### config.mk
export PLATFORM = sky130hd
export DESIGN_NAME = bcd_addsub_seq
export DESIGN_NICKNAME = d
export VERILOG_FILES = /design/src/rtl/bcd_addsub_seq.sv
export SDC_FILE = /design/constraint.sdc
export NUM_CORES = 1
export LEC_CHECK = 0
export BUFFER_PORTS_ARGS = -buffer_cell sky130_fd_sc_hd__clkbuf_2
export CELL_PAD_IN_SITES_DETAIL_PLACEMENT = 0
export CELL_PAD_IN_SITES_GLOBAL_PLACEMENT = 2
export CORE_MARGIN = 2
export CORE_UTILIZATION = 25
export CTS_CLUSTER_DIAMETER = 60
export DETAILED_ROUTE_END_ITERATION = 12
export HOLD_SLACK_MARGIN = 0.08
export PLACE_DENSITY_LB_ADDON = 0.1
export SYNTH_ARGS = -nofsm -noshare
export SYNTH_HDL_FRONTEND = slang
export SYNTH_SLANG_ARGS = --single-unit
### constraint.sdc
create_clock -name hz100 -period 6.67 [get_ports hz100]
set_input_delay 1.0005 -clock hz100 [delete_from_list [all_inputs] [get_ports hz100]]
set_output_delay 1.0005 -clock hz100 [all_outputs]
set_load 0.1 [all_outputs]
### src/rtl/bcd_addsub_seq.sv
// Digit-serial BCD add/subtract engine: one decimal digit per clock, LSD first.
// Subtraction yields sign-magnitude; a negative raw result is re-complemented digit-serially.
module bcd_addsub_seq #(
  parameter int DIGITS = 4
) (
  input  logic                hz100,
  input  logic                reset,
  input  logic                start,
  input  logic                op,
  input  logic [4*DIGITS-1:0] a,
  input  logic [4*DIGITS-1:0] b,
  output logic                busy,
  output logic                done,
  output logic [4*DIGITS-1:0] s,
  output logic                neg,
  output logic                ovf,
  output logic                err
);

  localparam int W  = 4 * DIGITS;
  localparam int IW = (DIGITS > 1) ? $clog2(DIGITS) : 1;

  typedef enum logic [1:0] {
    IDLE = 2'd0,
    ADD  = 2'd1,
    NEG  = 2'd2,
    DONE = 2'd3
  } state_t;

  function automatic logic [3:0] nine_comp(input logic [3:0] d);
    return 4'd9 - d;
  endfunction

  function automatic logic [W-1:0] nine_comp_word(input logic [W-1:0] v);
    logic [W-1:0] r;
    r = '0;
    for (int k = 0; k < DIGITS; k++) begin
      r[4*k +: 4] = nine_comp(v[4*k +: 4]);
    end
    return r;
  endfunction

  function automatic logic has_bad_digit(input logic [W-1:0] v);
    logic bad;
    bad = 1'b0;
    for (int k = 0; k < DIGITS; k++) begin
      bad = bad | (v[4*k +: 4] > 4'd9);
    end
    return bad;
  endfunction

  // Decimal-correct digit add: returns {carry_out, digit}.
  function automatic logic [4:0] digit_add(input logic [3:0] x, input logic [3:0] y,
                                           input logic cin);
    logic [4:0] t;
    logic [4:0] r;
    t = {1'b0, x} + {1'b0, y} + {4'd0, cin};
    if (t > 5'd9) begin
      r = {1'b1, t[3:0] + 4'd6};
    end else begin
      r = {1'b0, t[3:0]};
    end
    return r;
  endfunction

  state_t         state_q;
  logic [W-1:0]   a_q, b_q, w_q, s_q;
  logic [IW-1:0]  idx_q;
  logic           carry_q, op_q, neg_q, ovf_q, err_q, busy_q, done_q;

  logic [3:0]     a_dig_s, b_dig_s, w_dig_s, in1_s, in2_s;
  logic [4:0]     sum_s;
  logic [W-1:0]   w_d;
  logic           carry_d, last_s;

  // Digit datapath shared by ADD (A + B') and NEG (ninecomp(W) + carry).
  always_comb begin
    a_dig_s = 4'(a_q >> {idx_q, 2'b00});
    b_dig_s = 4'(b_q >> {idx_q, 2'b00});
    w_dig_s = 4'(w_q >> {idx_q, 2'b00});
    if (state_q == NEG) begin
      in1_s = nine_comp(w_dig_s);
      in2_s = 4'd0;
    end else begin
      in1_s = a_dig_s;
      in2_s = b_dig_s;
    end
    sum_s   = digit_add(in1_s, in2_s, carry_q);
    carry_d = sum_s[4];
    w_d     = '0;
    for (int k = 0; k < DIGITS; k++) begin
      if (idx_q == IW'(k)) begin
        w_d[4*k +: 4] = sum_s[3:0];
      end else begin
        w_d[4*k +: 4] = w_q[4*k +: 4];
      end
    end
    last_s = (idx_q == IW'(DIGITS - 1));
  end

  // Control FSM with registered handshake and result outputs.
  always_ff @(posedge hz100) begin
    if (reset) begin
      state_q <= IDLE;
      a_q     <= '0;
      b_q     <= '0;
      w_q     <= '0;
      s_q     <= '0;
      idx_q   <= '0;
      carry_q <= 1'b0;
      op_q    <= 1'b0;
      neg_q   <= 1'b0;
      ovf_q   <= 1'b0;
      err_q   <= 1'b0;
      busy_q  <= 1'b0;
      done_q  <= 1'b0;
    end else begin
      case (state_q)
        IDLE: begin
          done_q <= 1'b0;
          if (start) begin
            if (has_bad_digit(a) || has_bad_digit(b)) begin
              s_q     <= '0;
              neg_q   <= 1'b0;
              ovf_q   <= 1'b0;
              err_q   <= 1'b1;
              done_q  <= 1'b1;
              state_q <= DONE;
            end else begin
              a_q     <= a;
              b_q     <= op ? nine_comp_word(b) : b;
              op_q    <= op;
              carry_q <= op;
              idx_q   <= '0;
              w_q     <= '0;
              busy_q  <= 1'b1;
              state_q <= ADD;
            end
          end else begin
            state_q <= IDLE;
          end
        end
        ADD: begin
          w_q     <= w_d;
          idx_q   <= idx_q + IW'(1);
          carry_q <= carry_d;
          if (last_s) begin
            // A borrow (no carry) on subtract means A < B: re-complement in NEG.
            if (op_q && !carry_d) begin
              idx_q   <= '0;
              carry_q <= 1'b1;
              state_q <= NEG;
            end else begin
              s_q     <= w_d;
              ovf_q   <= !op_q && carry_d;
              neg_q   <= 1'b0;
              err_q   <= 1'b0;
              busy_q  <= 1'b0;
              done_q  <= 1'b1;
              state_q <= DONE;
            end
          end else begin
            state_q <= ADD;
          end
        end
        NEG: begin
          w_q     <= w_d;
          idx_q   <= idx_q + IW'(1);
          carry_q <= carry_d;
          if (last_s) begin
            s_q     <= w_d;
            neg_q   <= 1'b1;
            ovf_q   <= 1'b0;
            err_q   <= 1'b0;
            busy_q  <= 1'b0;
            done_q  <= 1'b1;
            state_q <= DONE;
          end else begin
            state_q <= NEG;
          end
        end
        DONE: begin
          done_q  <= 1'b0;
          state_q <= IDLE;
        end
        default: begin
          busy_q  <= 1'b0;
          done_q  <= 1'b0;
          state_q <= IDLE;
        end
      endcase
    end
  end

  assign busy = busy_q;
  assign done = done_q;
  assign s    = s_q;
  assign neg  = neg_q;
  assign ovf  = ovf_q;
  assign err  = err_q;

endmodule

After elaboration in Yosys (flattened, before gate mapping)

Index checks and enable logic that the tools add are counted.

Bits in registers: 75
Bits of input ports: 36
Output and inout port bits: 21
Word-level logic and storage cells: 123

$add $sub $neg: 9
Order comparisons: 9
Equal/unequal tests: 12
Shift-type cells: 3
Muxes and demuxes: 54
Bitwise logic cells: 7
Reduce and logical (&&, ||, !) cells: 16

Operators by type and width:

| operator                                                       | number |
|---|---|
| two-way mux 16 bit                                             | 8 |
| one-hot mux 16 bit (3 select lines)                            | 1 |
| right shift 16 x 4 -> 4 bit                                    | 3 |
| greater-than comparator 4 bit (second input constant)          | 8 |
| one-hot mux 16 bit (2 select lines)                            | 1 |
| two-way mux 4 bit                                              | 6 |
| two-way mux 1 bit                                              | 22 |
| subtractor 4 bit (first input constant)                        | 5 |
| one-hot mux 1 bit (3 select lines)                             | 5 |
| two-way mux 2 bit                                              | 7 |
| inequality test 2 bit (second input constant)                  | 6 |
| AND reduction 3 bit                                            | 4 |
| AND reduction 6 bit                                            | 2 |
| equality test 2 bit (second input constant)                    | 4 |
| one-hot mux 2 bit (4 select lines)                             | 1 |
| OR 1 bit                                                       | 6 |
| one-hot mux 2 bit (3 select lines)                             | 1 |
| adder 4 x 4 -> 5 bit                                           | 1 |
| adder 5 x 1 -> 5 bit                                           | 1 |
| greater-than comparator 5 x 4 -> 1 bit (second input constant) | 1 |
| two-way mux 5 bit                                              | 1 |
| adder 4 x 3 -> 4 bit (second input constant)                   | 1 |
| equality test 2 x 1 -> 1 bit (second input constant)           | 2 |
| zero test 2 bit                                                | 2 |
| 9 further kinds                                                | 11 |

Depth between registers and ports, before layout

Depth in word-level cells: 12
Mapped depth: 18
Gate-level depth less buffers: 16

Worst setup path after synthesis

OpenSTA, ideal clock, no wires.

Kind: register to register
From: register idx_q[0]
To: register s_q[11], in the netlist s[11]
Library setup time: 0.117 ns
Data arrival time: 3.866 ns
Data required time: 6.553 ns
Path slack: 2.687 ns
Stages on the path, launching flop included: 17
Buffers on the path: 3
Period minus slack after synthesis: 3.983 ns
Path through: dfxtp_1 clkbuf_1 buf_2 mux4_2 inv_1 ha_1 mux2_2 ha_1 xor2_2 inv_2 ha_1 a22oi_2 and3_4 o22a_4 nand2_2 buf_6 a32o_1

Longest elaborated chain between the ends: 11
Elaborated cells between the ends (all ways): 24
Those cells by class: 4 x add/sub; 1 x order compare; 5 x eq/ne; 3 x shift; 8 x mux; 3 x reduce/logical

RTL lines:

| what                                                                                  | line    | RTL |
|---|---|---|
| from (decl)                                                                           | 68      | `logic [IW-1:0] idx_q;` |
| from (signal assigned)                                                                | 145     | `idx_q <= idx_q + IW'(1);` |
| from (signal assigned)                                                                | 168     | `idx_q <= idx_q + IW'(1);` |
| right shift 16 x 4 -> 4 bit                                                           | 80      | `w_dig_s = 4'(w_q >> {idx_q, 2'b00});` |
| subtractor 4 bit                                                                      | 31      | `return 4'd9 - d;` |
| two-way mux 4 bit                                                                     | 81      | `if (state_q == NEG) begin` |
| adder 4 x 4 -> 5 bit                                                                  | 57      | `t = {1'b0, x} + {1'b0, y} + {4'd0, cin};` |
| adder 5 x 1 -> 5 bit                                                                  | 57      |  |
| adder 4 x 3 -> 4 bit / greater-than comparator 5 x 4 -> 1 bit (equally long branches) | 59, 58  |  |
| two-way mux 5 bit                                                                     | 58      | `if (t > 5'd9) begin` |
| two-way mux 4 bit / zero test 1 bit (equally long branches)                           | 92, 149 |  |
| two-way mux 16 bit / logical AND 1 bit (equally long branches)                        | 149     | `if (op_q && !carry_d) begin` |
| two-way mux 16 bit / inequality test 2 bit (equally long branches)                    | --      |  |
| one-hot mux 16 bit (3 select lines) / AND reduction 6 bit (equally long branches)     | --      |  |
| to (signal assigned)                                                                  | 154     | `s_q <= w_d;` |
| to (signal assigned)                                                                  | 171     | `s_q <= w_d;` |
| to (decl)                                                                             | 67      | `logic [W-1:0] a_q, b_q, w_q, s_q;` |

Several ways; a longest one is shown, not always the timed one. The select of a mux whose other input is x is not followed.
A chain may end at the register's enable or synchronous reset.

Worst setup path in the final report

From: register idx_q[1]
To: register s_q[7], in the netlist s[7]

Same word-level chain as after synthesis.

==> metrics.txt <==
status complete, no violations; port bufs 56; final setup fails 0; grt ovf 0; Layout Skew 6.988 ps; Period minus WS final around 4200 ps; r2r startpoint idx_q[1]; setup TNS 0 ps; Slew Viols, Final 0; Routed WL per cell approximately 17 um; WHS 470.5 ps; ys async rst share 0; Cells after Synth 452; CP Max Fanout 16; count leader, synth dfxtp_1; initial DRC count roughly 180; Yosys reg bits 75; Initial Utilization 0.2547; syn_nets 508; worst slew pin tran roughly 840 ps; Max-Cap Viols 0; Final period util 0.6238; die width 133.8 um; CTS sink cnt 75; Longest Clk Path Bufs 2; vias in the first global route about 3,700; final WL between 10,000 and 15,000 um; # DRC 0; row count 47; Post-synth EDFFs 0; flop2flop setup slack roughly 2500 ps; synth unique cells 55; slew margin rel. 0.4400; Setup Fix Bufs, Post-CTS 0; nets between 500 and 600; largest cells by area after synthesis dfxtp_1 36%, mux4_2 6.4%, mux2i_1 6.2%; Ports 57; worst hold start w_q[12]; initial antenna violation count 0; Yosys warning total 0; first-pass GRT wire length ~20,000 um; pwr dens 285.7 nW/um^2; unrepaired setup endpoints after global routing no; die height approximately 130 um; n_diodes 0; area share of the leading cell type in the synthesized netlist 0.3567; TritonCTS Buffers 9; Synth area leader dfxtp_1; cts hold-fix bufs 0; mapped cell area about 4200 um^2; Crit Reg-Reg Endpoint s[7]; Worst Path Arrival roughly 4400 ps; Final Hold Vio Count 0; type of the worst setup path register to register; prevailing post-synth register cell dfxtp_1; Total GRT Usage 0.1452; post_cts resized 0; area of the core between 15,000 and 20,000 um^2; RePlAce Congestion roughly 0.8; layout cells sized above 1 0.2485; Max Clk Rate between 200 and 250 MHz; crit path launch type register; routed vias approximately 3,500; Hold Crit Class register to register; Area growth, synth to finish 17.63%; Pre-antenna DRT Iters 4; CTS tree yes; H-tree depth 3; CP Capture Type register; R2R cell count 13; Synth Area per Inst 9.312 um^2; sequential-to-total area share from yosys stat 0.3567; leakage power about 1.8 nW; pin count of the biggest net entering global routing 63; Via density 4.860; Synth top cells by count 75 x dfxtp_1, 55 x nor2_1, 28 x nand2_1, 26 x mux2i_1, 25 x inv_1; total die area ~18,000 um^2; hpwl dp just under 9000 um; Post-DRT Antenna Nets 0; insertion delay to the later sink of the worst-skew pair 340 ps; WHS Path Cells 2; Peak VDD IR between 0.1 and 0.15 mV; Worst-path clk slew 60 ps; required time of the critical path about 6900 ps; WHS Endpoint w_q[12]; root buffer cell clkbuf_16; Core Util, Final 0.2996
==> metrics by stage <==
stage          worst slack [ps]  power (mW)  instance area [um^2]  instances
4_1_cts                    2435       1.438                  4951        715
3_3_place_gp               2541      0.8999                  4633        699
3_5_place_dp               2454      0.9016                  4633        699
2_1_floorplan              2687      0.7995                  4209        452
5_1_grt                    2165       1.488                  4951        715
6_report                   2510       1.414                  4951        715
==> critical path: stages, from the launching register on <==
cell     delay, ps
dfxtp_1        830
mux4_2         600
nand2_1        110
fa_1           210
inv_1           60
fa_1           440
xor2_2         230
inv_2           70
ha_1           240
a22oi_2        210
and3_4         260
o22a_4         240
nand2_2        200
a32o_1         330
==> how the worst max path moves through the flow <==
stage / depth (start not counted) / from / slack, ps / end
after floorplan: 16 / idx_q[0] / 2690 / s[11]
after global placement: 13 / idx_q[0] / 2540 / s[3]
after detailed placement: 13 / idx_q[1] / 2450 / s[7]
after CTS: 13 / idx_q[0] / 2430 / s[7]
after global routing: 13 / idx_q[0] / 2170 / s[3]
final: 13 / idx_q[1] / 2510 / s[7]
==> final cells by class <==
| cell class | instances | area [um^2] |
|---|---|---|
| sequential | 75 | 1501 |
| timing repair buffer | 59 | 302.8 |
| clock inverter | 7 | 92.59 |
| inverter | 27 | 101.3 |
| multi-input combinational | 318 | 2452 |
| tap | 220 | 275.3 |
| fill | 1775 | 11570 |
| clock buffer | 9 | 225.2 |
==> layer usage <==
metal | GRT usage | part of all wire | up-vias
met5 | 0 | 0 | -
met4 | 0.06324 | 0.026 | 0
met3 | 0.02359 | 0.032 | 18
met2 | 0.2476 | 0.48 | 68
met1 | 0.1805 | 0.47 | 1662
li1 | - | - | 1727
==> cell families (layout without fill, tap and decap cells) <==
family	count (synthesis)	count (layout)	share of synthesized area
adders and majority gates	20	20	0.06302
muxes	43	43	0.1394
buffers and inverters	59	102	0.06213
DFF	75	75	0.3567
AOI/OAI and AO/OA	119	119	0.2131
xor gates and xnor gates	10	10	0.02259
and+or+nand+nor	126	126	0.1430
==> power breakdown <==
group          switching [mW]  total (mW)  leakage, nW  internal (mW)
Sequential             0.0129       0.479        0.606          0.466
Clock                   0.203       0.530        0.147          0.326
Combinational           0.300       0.406         1.06          0.107
==> cell usage in the layout (no fill, tap or decap), types with 2 or more instances in the layout <==
cell type,instances
o31ai_1,10
nand4_1,3
nand2_1,28
nor3_2,2
a31o_2,8
and2_1,4
nor3_1,2
o211ai_1,4
mux2_2,5
a211oi_1,24
ha_1,18
a21oi_1,23
clkinv_2,2
xnor2_1,5
nor4_1,4
nor2b_1,7
a32o_1,13
and3_1,3
clkbuf_2,56
mux2i_1,26
nand2_2,2
nand3_1,8
o21ai_0,22
buf_4,3
xor2_1,4
clkbuf_16,9
dfxtp_1,75
bufinv_16,2
nor2_1,55
mux4_2,12
clkinvlp_4,3
inv_1,25
a311oi_2,2
fa_1,2
==> registers in the layout, indices dropped and copies added, names as in the netlist, 2 cells and up <==
name,count
w_q,16
s,16
state_q,2
b_q,16
a_q,16
idx_q,2
Note: power is estimated with default switching activity, not from simulation.
